$ cat config.mk
export PLATFORM = sky130hd
export DESIGN_NAME = wb_merge_flat
export DESIGN_NICKNAME = d
export VERILOG_FILES = /design/src/rtl/wb_merge_if.sv /design/src/rtl/wb_merge.sv /design/src/flat_wrapper.sv
export SDC_FILE = /design/constraint.sdc
export NUM_CORES = 1
export LEC_CHECK = 0
export ABC_AREA = 0
export CORE_UTILIZATION = 58
export DETAILED_ROUTE_END_ITERATION = 16
export PLACE_DENSITY = 0.85
export SETUP_SLACK_MARGIN = 0.3
export SYNTH_ARGS = -nofsm -noshare
export SYNTH_HDL_FRONTEND = slang
export SYNTH_SLANG_ARGS = --single-unit
$ cat constraint.sdc
create_clock -name clk -period 7.5 [get_ports clk]
set_input_delay 1.125 -clock clk [delete_from_list [all_inputs] [get_ports clk]]
set_output_delay 1.125 -clock clk [all_outputs]
set_load 0.01 [all_outputs]
$ cat src/rtl/wb_merge_if.sv
// Writeback merge bus: ALU request, load handshake, register-file write port.
// master = upstream/producer side, slave = wb_merge.
interface wb_merge_if;
   logic        alu_valid;
   logic [4:0]  alu_rd;
   logic [31:0] alu_data;
   logic        alu_stall;
   logic        ld_valid;
   logic        ld_ready;
   logic [4:0]  ld_rd;
   logic [31:0] ld_data;
   logic        wb_we;
   logic [4:0]  wb_wa;
   logic [31:0] wb_wd;
   logic [31:0] busy_mask;
   logic        err;

   modport master (
      output alu_valid, alu_rd, alu_data,
      output ld_valid, ld_rd, ld_data,
      input  alu_stall, ld_ready,
      input  wb_we, wb_wa, wb_wd,
      input  busy_mask, err
   );

   modport slave (
      input  alu_valid, alu_rd, alu_data,
      input  ld_valid, ld_rd, ld_data,
      output alu_stall, ld_ready,
      output wb_we, wb_wa, wb_wd,
      output busy_mask, err
   );
endinterface

$ cat src/rtl/wb_merge.sv
// Merges single-cycle ALU writebacks with a FIFO of load writebacks onto
// one register-file write port. Ports: clk, rst_n, bus (wb_merge_if.slave).
module wb_merge #(
   parameter int DEPTH   = 4,
   parameter int AGE_MAX = 7
) (
   input  logic       clk,
   input  logic       rst_n,
   wb_merge_if.slave  bus
);
   localparam int PW = (DEPTH > 1) ? $clog2(DEPTH) : 1;
   localparam int CW = $clog2(DEPTH + 1);
   localparam int AW = (AGE_MAX > 0) ? $clog2(AGE_MAX + 1) : 1;
   localparam logic [CW-1:0] FULL    = CW'(DEPTH);
   localparam logic [AW-1:0] AGE_TOP = AW'(AGE_MAX);
   localparam logic [PW-1:0] LAST    = PW'(DEPTH - 1);

   logic [PW-1:0]    rd_ptr, wr_ptr;
   logic [CW-1:0]    count;
   logic [AW-1:0]    age;
   logic [DEPTH-1:0] ent_vld, ent_kill;
   logic [4:0]       ent_rd   [DEPTH];
   logic [31:0]      ent_data [DEPTH];

   logic alu_req, push, pop, head_live, head_issue;
   logic [31:0] busy;

   function automatic logic [PW-1:0] nxt(input logic [PW-1:0] p);
      return (p == LAST) ? '0 : p + 1'b1;
   endfunction

   // A stalled cycle drops the ALU request so the head can drain.
   assign alu_req    = bus.alu_valid & ~bus.alu_stall & (bus.alu_rd != 5'd0);
   assign push       = bus.ld_valid & bus.ld_ready & (bus.ld_rd != 5'd0);
   assign head_live  = ent_vld[rd_ptr] & ~ent_kill[rd_ptr];
   // Killed heads retire silently whenever the port is free.
   assign pop        = ~alu_req & ent_vld[rd_ptr];
   assign head_issue = pop & ~ent_kill[rd_ptr];

   assign bus.ld_ready  = (count != FULL);
   assign bus.busy_mask = busy;

   always_comb begin
      busy = '0;
      for (int i = 0; i < DEPTH; i++)
         if (ent_vld[i] && !ent_kill[i])
            busy[ent_rd[i]] = 1'b1;
   end

   always_ff @(posedge clk) begin
      if (push) begin
         ent_rd[wr_ptr]   <= bus.ld_rd;
         ent_data[wr_ptr] <= bus.ld_data;
      end
   end

   always_ff @(posedge clk or negedge rst_n) begin
      if (!rst_n) begin
         rd_ptr        <= '0;
         wr_ptr        <= '0;
         count         <= '0;
         age           <= '0;
         ent_vld       <= '0;
         ent_kill      <= '0;
         bus.wb_we     <= 1'b0;
         bus.wb_wa     <= '0;
         bus.wb_wd     <= '0;
         bus.alu_stall <= 1'b0;
         bus.err       <= 1'b0;
      end else begin
         // WAW: older queued writes to the same rd become dead.
         if (alu_req)
            for (int i = 0; i < DEPTH; i++)
               if (ent_vld[i] && ent_rd[i] == bus.alu_rd)
                  ent_kill[i] <= 1'b1;
         if (pop) begin
            ent_vld[rd_ptr]  <= 1'b0;
            ent_kill[rd_ptr] <= 1'b0;
            rd_ptr           <= nxt(rd_ptr);
         end
         // Same-cycle push is younger than the ALU write: never killed.
         if (push) begin
            ent_vld[wr_ptr]  <= 1'b1;
            ent_kill[wr_ptr] <= 1'b0;
            wr_ptr           <= nxt(wr_ptr);
         end
         count <= count + CW'(push) - CW'(pop);

         if (pop || count == '0)
            age <= '0;
         else if (age != AGE_TOP)
            age <= age + 1'b1;

         bus.alu_stall <= (age == AGE_TOP) & head_live & ~pop;
         bus.err       <= bus.err | (bus.alu_valid & bus.alu_stall);

         bus.wb_we <= alu_req | head_issue;
         if (alu_req) begin
            bus.wb_wa <= bus.alu_rd;
            bus.wb_wd <= bus.alu_data;
         end else if (head_issue) begin
            bus.wb_wa <= ent_rd[rd_ptr];
            bus.wb_wd <= ent_data[rd_ptr];
         end
      end
   end
endmodule
$ cat src/flat_wrapper.sv
// flat-port wrapper written by rule: the top's interface ports become plain ports
module wb_merge_flat 
#(
   parameter int DEPTH   = 4,
   parameter int AGE_MAX = 7
)
  (clk, rst_n, bus_alu_valid, bus_alu_rd, bus_alu_data, bus_ld_valid, bus_ld_rd, bus_ld_data, bus_alu_stall, bus_ld_ready, bus_wb_we, bus_wb_wa, bus_wb_wd, bus_busy_mask, bus_err);
  wb_merge_if bus_i ();
  input  logic clk;
  input  logic rst_n;
  input wire logic [$bits(bus_i.alu_valid)-1:0] bus_alu_valid;
  input wire logic [$bits(bus_i.alu_rd)-1:0] bus_alu_rd;
  input wire logic [$bits(bus_i.alu_data)-1:0] bus_alu_data;
  input wire logic [$bits(bus_i.ld_valid)-1:0] bus_ld_valid;
  input wire logic [$bits(bus_i.ld_rd)-1:0] bus_ld_rd;
  input wire logic [$bits(bus_i.ld_data)-1:0] bus_ld_data;
  output wire logic [$bits(bus_i.alu_stall)-1:0] bus_alu_stall;
  output wire logic [$bits(bus_i.ld_ready)-1:0] bus_ld_ready;
  output wire logic [$bits(bus_i.wb_we)-1:0] bus_wb_we;
  output wire logic [$bits(bus_i.wb_wa)-1:0] bus_wb_wa;
  output wire logic [$bits(bus_i.wb_wd)-1:0] bus_wb_wd;
  output wire logic [$bits(bus_i.busy_mask)-1:0] bus_busy_mask;
  output wire logic [$bits(bus_i.err)-1:0] bus_err;
  assign bus_i.alu_valid = bus_alu_valid;
  assign bus_i.alu_rd = bus_alu_rd;
  assign bus_i.alu_data = bus_alu_data;
  assign bus_i.ld_valid = bus_ld_valid;
  assign bus_i.ld_rd = bus_ld_rd;
  assign bus_i.ld_data = bus_ld_data;
  assign bus_alu_stall = bus_i.alu_stall;
  assign bus_ld_ready = bus_i.ld_ready;
  assign bus_wb_we = bus_i.wb_we;
  assign bus_wb_wa = bus_i.wb_wa;
  assign bus_wb_wd = bus_i.wb_wd;
  assign bus_busy_mask = bus_i.busy_mask;
  assign bus_err = bus_i.err;
  wb_merge #(.DEPTH(DEPTH), .AGE_MAX(AGE_MAX)) u_core (.clk(clk), .rst_n(rst_n), .bus(bus_i));
endmodule
==> flow_summary_export.csv, run 1 <==
group,metric,value,unit
run_status,status,"finished, final reports clean",
clock_network,cts_root_buf,"clkbuf_16",
global_route,grt.total_usage,0.302,
timing,tns,0,ns
critical_path,crit_cells,5,
timing,slew_headroom,0.180,
clock_network,clock-sinks,206,
synthesis,yosys_warnings,0,
clock_network,cts_hold_buf,0,
synthesis,synthCells,688,
place,post-place-cells,1004,
critical_path,cp-endpoint,"bus_busy_mask[0]",
critical_path,reg2reg_slack,4.01,ns
synthesis,synthFlopType,"edfxtp_1",
floorplan,initial_core_util,0.596,
floorplan,coreArea,15900,um^2
global_route,antenna_found_initial,0,
synthesis,netlist.area_leader.share,0.468,
critical_path,crit_start,"u_core.ent_vld[1]",
global_route,grt_max_degree,59,
global_route,grt_pass1_wl,37.8,mm
synthesis,yosysMostFrequentCell,"edfxtp_1",
worst_hold_path,min_path_type,"reg -> reg",
power,ir_drop,0.000254,V
clock_network,cts_buffers,21,
timing,finalClockSkew,0.0259,ns
timing,max_clock_freq,231,MHz
clock_network,post_cts_buffers,0,
synthesis,synth_top_family_by_area,"simple AND/OR/NAND/NOR gates",
synthesis,ys_seq_area_frac,0.621,
critical_path,critPathLaunchType,"flop",
timing,worstMarginPinSlew,1.23,ns
critical_path,worstPathMaxFanout,8,
clock_network,cts_max_path_buffers,3,
synthesis,syn_area,9500,um^2
synthesis,synthArstFlopShare,0.282,
synthesis,synthTopCellsByCount,"edfxtp_1, nand2_1, dfrtp_1, nor3_1, mux4_2",
routing,first_iter_violations,691,
synthesis,ys_ff_latch,206,
synthesis,muxShareOfSynthArea,0.101,
routing,ant_nets,0,
synthesis,yosys.area.top_type,"edfxtp_1",
synthesis,yosys.area_share.simple,0.112,
finish,final_cell_count_no_fill,1041,
global_route,grt_pass1_vias,6833,
critical_path,rr_worst_depth,5,
timing,period_minus_slack,4.34,ns
synthesis,synth_fp_nets,779,
critical_path,worst-path-buf-inv,1,
place,gp_congestion,0.924,
critical_path,r2r-end,"u_core.bus.wb_wd[29]",
floorplan,fp.dieW,130,um
place,hpwl,15.5,mm
critical_path,arrival,3.21,ns
critical_path,cp_cell_sequence,"nor2b_1 -> nor3b_1 -> a22oi_1 -> o221ai_1 -> clkdlybuf4s50_1",
timing,final-hold-violation-count,0,
floorplan,die_h,130,um
critical_path,cpPeakStageDelay,1.01,ns
synthesis,synth_edf_count,148,
synthesis,avgSynthCellArea,13.8,um^2
synthesis,synth_fa_ha_area_frac,0.0179,
critical_path,endpoint_kind,"output pin",
synthesis,ys_types,53,
routing,drtPass1Iterations,5,
critical_path,path_class,"reg -> out",
clock_network,cts_tree,"built",
floorplan,io_pins,151,
critical_path,required,6.38,ns
clock_network,cts_resized,0,
critical_path,crit_slowest_cell,"nor3b_1",
place,placed_area,11100,um^2
routing,wl_per_cell,23.7,um
critical_path,critical-path-top-delay-family,"simple AND/OR/NAND/NOR gates",
routing,drc,0,
power,p_per_area,375,nW/um^2
finish,fin_nets,902,
clock_network,htreeDepth,1,
synthesis,synth_compound_gate_area_share,0.0940,
global_route,overflow,0,
critical_path,crit-reg2reg-launch,"u_core.rd_ptr[1]",
finish,drive_gt1_frac,0.112,
timing,setup_viol,0,
floorplan,die_area,16900,um^2
finish,n_antenna_cell,0,
power,total_leakage_power,0.00412,uW
routing,wirelength,24.6,mm
job,maxCapViolCount,0,
timing,period_share,0.578,
timing,slew_viol_final,0,
place,io_buffers,150,
clock_network,clk_pin_slew,0.06,ns
synthesis,synthXorXnorAreaFrac,0.0212,
routing,vias_per_cell,6.59,
finish,fin_util,0.738,
timing,rsz0062_at_grt,"false",
finish,final_area,11800,um^2
synthesis,netlist_top_cells_area,"edfxtp_1, dfrtp_1, mux4_2",
finish,fill_cells,987,
clock_network,insertion_delay,0.51,ns
finish,areaGrowthSynthToFinish,23.9,%
routing,routed-via-count,6861,
floorplan,rows,46,
## metal layers
layer / GRT usage / share of wire / up-vias
li1: - / - / 2933
met1: 0.410 / 0.39 / 3415
met2: 0.499 / 0.49 / 442
met3: 0.0422 / 0.086 / 71
met4: 0.122 / 0.034 / 0
met5: 0 / 0 / -
## worst min path at each step
stage	from	endpoint	slack [ns]	depth (start not counted)
global placement	u_core.bus.err	u_core.bus.err	0.44	1
finish	u_core.bus.err	u_core.bus.err	0.48	1
global route	u_core.bus.err	u_core.bus.err	0.51	1
CTS	u_core.bus.err	u_core.bus.err	0.49	1
detailed placement	u_core.bus.err	u_core.bus.err	0.47	1
floorplan	u_core.bus.err	u_core.bus.err	0.49	1
## cell type report
class	instances	area, um^2	share of cell area
Clock buffer	26	574	0.0488
Tap cell	216	270	0.0230
Inverter	15	56.3	0.00478
Sequential cell	206	5900	0.501
Timing Repair Buffer	157	1550	0.132
Multi-Input combinational cell	410	3320	0.282
Clock inverter	11	105	0.00893
## state kept, by name, indices dropped and copies added (netlist names)
register / cells
u_core.bus.wb_we: 1
u_core.ent_kill: 4
u_core.ent_vld: 4
u_core.count: 3
u_core.bus.alu_stall: 1
u_core.bus.err: 1
u_core.bus.wb_wd: 32
u_core.ent_data: 128
u_core.age: 3
u_core.rd_ptr: 2
u_core.bus.wb_wa: 5
u_core.wr_ptr: 2
u_core.ent_rd: 20
## report_power, final
part | leakage, uW | switching, uW | total [uW] | internal, uW
Combinational | 0.00175 | 815 | 1560 | 747
Clock | 0.000331 | 423 | 1030 | 610
Sequential | 0.00204 | 259 | 1820 | 1560
Total | 0.00412 | 1500 | 4410 | 2920
## through the flow
| stage | setup slack [ns] | power [uW] | hold slack (ns) |
|---|---|---|---|
| floorplan | 3.94 | 2730 | 0.493 |
| global placement | 2.96 | 3300 | 0.441 |
| detailed placement | 2.83 | 3380 | 0.471 |
| CTS | 3.27 | 4410 | 0.486 |
| global route | 3.06 | 4600 | 0.506 |
| finish | 3.16 | 4410 | 0.482 |
## layout by cell type (no fill, tap or decap), types with 5 or more instances in the layout
cell type and count:
a221o_1 5, a22oi_1 26, a31oi_1 33, and3_1 5, and3b_1 5, buf_4 7
clkbuf_16 21, clkdlybuf4s50_1 149, clkinv_1 5, dfrtp_1 56, edfxtp_1 148, ha_1 12
inv_1 15, mux2i_1 6, mux4_2 39, nand2_1 84, nand3_1 10, nand3b_1 7
nor2_1 14, nor3_1 41, nor3b_1 11, o211ai_1 5, o221ai_1 22, xnor2_1 6
xor2_1 17
## kinds of logic (layout without fill, tap and decap cells)
group                    after synthesis  after routing
adder cells (fa/ha/maj)               13             13
flip-flops                           206            206
AO/OA/AOI/OAI                        119            119
multiplexers                          47             47
buffers and inverters                 72            209
XOR/XNOR                              23             23
AND/OR/NAND/NOR                      208            208
Power figures use the tool's default switching activity.
==> inputs of run 2 (changes only) <==
--- a/config.mk
+++ b/config.mk
@@ -6,9 +6,9 @@
 export NUM_CORES = 1
 export LEC_CHECK = 0
 export ABC_AREA = 0
-export CORE_UTILIZATION = 58
+export CORE_UTILIZATION = 54
 export DETAILED_ROUTE_END_ITERATION = 16
-export PLACE_DENSITY = 0.85
+export PLACE_DENSITY = 0.8
 export SETUP_SLACK_MARGIN = 0.3
 export SYNTH_ARGS = -nofsm -noshare
 export SYNTH_HDL_FRONTEND = slang
==> constraint.sdc (replaced) <==
create_clock -name clk -period 4.51 [get_ports clk]
set_input_delay 0.6765 -clock clk [delete_from_list [all_inputs] [get_ports clk]]
set_output_delay 0.6765 -clock clk [all_outputs]
set_load 0.01 [all_outputs]
==> flow_summary_export.csv, run 2 (synthesized netlist as in run 1, its figures left out) <==
group,metric,value,unit
run_status,status,"finished, final reports clean",
critical_path,worst-path-buf-inv,1,
timing,finalClockSkew,0.0135,ns
power,p_per_area,618,nW/um^2
critical_path,cp_cell_sequence,"nor4bb_2 -> a22oi_1 -> o211ai_1 -> clkdlybuf4s50_1",
worst_hold_path,min_path_type,"in -> async",
clock_network,htreeDepth,1,
routing,wirelength,24.9,mm
critical_path,endpoint_kind,"output pin",
finish,drive_gt1_frac,0.111,
floorplan,coreArea,17200,um^2
job,maxCapViolCount,0,
timing,period_minus_slack,3.57,ns
critical_path,required,3.83,ns
clock_network,post_cts_buffers,0,
critical_path,worstPathMaxFanout,8,
critical_path,crit_start,"u_core.ent_rd[2][0]",
clock_network,cts_buffers,21,
floorplan,initial_core_util,0.551,
global_route,grt.total_usage,0.282,
floorplan,rows,48,
timing,period_share,0.792,
finish,final_area,11800,um^2
finish,layout_common_cells,"clkdlybuf4s50_1, edfxtp_1, nand2_1",
critical_path,cp-endpoint,"bus_busy_mask[29]",
place,io_buffers,150,
routing,vias_per_cell,6.40,
clock_network,cts_max_path_buffers,3,
clock_network,clock-sinks,206,
floorplan,die_area,18100,um^2
clock_network,cts_resized,0,
clock_network,clk_pin_slew,0.06,ns
critical_path,crit_slowest_cell,"nor4bb_2",
finish,top_register,"u_core.ent_data",
power,total_leakage_power,0.00412,uW
clock_network,cts_root_buf,"clkbuf_16",
finish,areaGrowthSynthToFinish,24.2,%
global_route,antenna_found_initial,2,
place,placed_area,11100,um^2
routing,ant_nets,0,
timing,slew_headroom,0.280,
global_route,grt_pass1_vias,6995,
critical_path,critical-path-top-delay-family,"simple AND/OR/NAND/NOR gates",
routing,routed-via-count,6748,
critical_path,path_class,"reg -> out",
place,hpwl,15.5,mm
global_route,overflow,0,
critical_path,crit-reg2reg-launch,"u_core.ent_vld[3]",
routing,drc,0,
global_route,grt_pass1_wl,38.8,mm
global_route,grt_max_degree,59,
routing,first_iter_violations,883,
power,total_power,7290,uW
clock_network,cts_hold_buf,0,
finish,reg_top3,"u_core.ent_data: 128 flops, u_core.bus.wb_wd: 32 flops, u_core.ent_rd: 20 flops",
timing,tns,0,ns
critical_path,reg2reg_slack,1.75,ns
clock_network,cts_tree,"built",
finish,final_common_cell,"clkdlybuf4s50_1",
floorplan,die_h,135,um
timing,rsz0062_at_grt,"false",
critical_path,cpPeakStageDelay,0.97,ns
critical_path,crit_cells,4,
timing,setup_viol,0,
critical_path,r2r-end,"u_core.count[2]",
clock_network,insertion_delay,0.50,ns
timing,max_clock_freq,280,MHz
finish,largest_reg_flops,128,
routing,drtPass1Iterations,8,
power,ir_drop,0.000465,V
place,gp_congestion,0.952,
timing,worstMarginPinSlew,1.06,ns
floorplan,io_pins,151,
timing,slew_viol_final,0,
critical_path,critPathLaunchType,"flop",
routing,wl_per_cell,23.6,um
timing,final-hold-violation-count,0,
critical_path,rr_worst_depth,9,
floorplan,fp.dieW,135,um
critical_path,arrival,2.90,ns
finish,fin_nets,904,
-- run 2: cell count changes in the layout (fill, tap and decap cells not counted), moves of 2 or more --
| cell | before | now |
|---|---|---|
| clkbuf_1 | 2 | 9 |
| clkinv_1 | 5 | 3 |
| clkinv_2 | 2 | 0 |
| nor4bb_1 | 2 | 0 |
| nor4bb_2 | 0 | 2 |
-- run 2: how the worst min path moves through the flow --
stage	from	endpoint	slack, ns	cells past startpoint
finish	rst_n	u_core.count[2]	0.35	2
global route	rst_n	u_core.count[2]	0.40	2
CTS	rst_n	u_core.bus.wb_wd[31]	0.37	2
detailed placement	u_core.bus.err	u_core.bus.err	0.46	1
global placement	u_core.bus.err	u_core.bus.err	0.44	1
floorplan	rst_n	u_core.age[0]	0.38	0
-- run 2: layout make-up --
cell class	instances	area (um^2)
antenna	1	2.50
clock inverter	5	50.0
clock buffer	33	601
multi-input combinational	410	3330
tap	225	282
inverter	15	56.3
sequential	206	5900
fill	1144	5440
timing repair buffer	159	1580
-- run 2: worst register-to-register path, cell delays in order, from the launching register on --
cell     delay (ns)
dfrtp_1        0.46
mux4_2         0.61
and2_1         0.33
ha_1           0.33
inv_1          0.06
ha_1           0.14
inv_1          0.05
fa_1           0.38
xnor2_1        0.19
xnor2_1        0.14
-- run 2: power breakdown --
group / switching (uW) / total, uW / leakage [uW] / internal (uW)
Combinational: 1450 / 2710 / 0.00176 / 1260
Sequential: 326 / 2920 / 0.00204 / 2590
Clock: 696 / 1670 / 0.000314 / 970
-- run 2: layer usage --
layer | vias up | global-route usage | part of all wire
met2 | 384 | 0.478 | 0.50
met1 | 3350 | 0.365 | 0.38
li1 | 2935 | - | -
met4 | 0 | 0.0818 | 0.029
met5 | - | 0 | 0
met3 | 79 | 0.0661 | 0.087
-- run 2: metrics by stage --
stage	instances	hold WS (ns)	utilization	setup WS (ns)
2_1_floorplan	688	0.381	-	1.40
3_3_place_gp	1015	0.442	0.646	0.909
3_5_place_dp	1015	0.459	0.646	0.811
4_1_cts	1053	0.373	0.684	0.963
5_1_grt	1054	0.399	0.684	0.794
6_report	1054	0.347	0.684	0.937
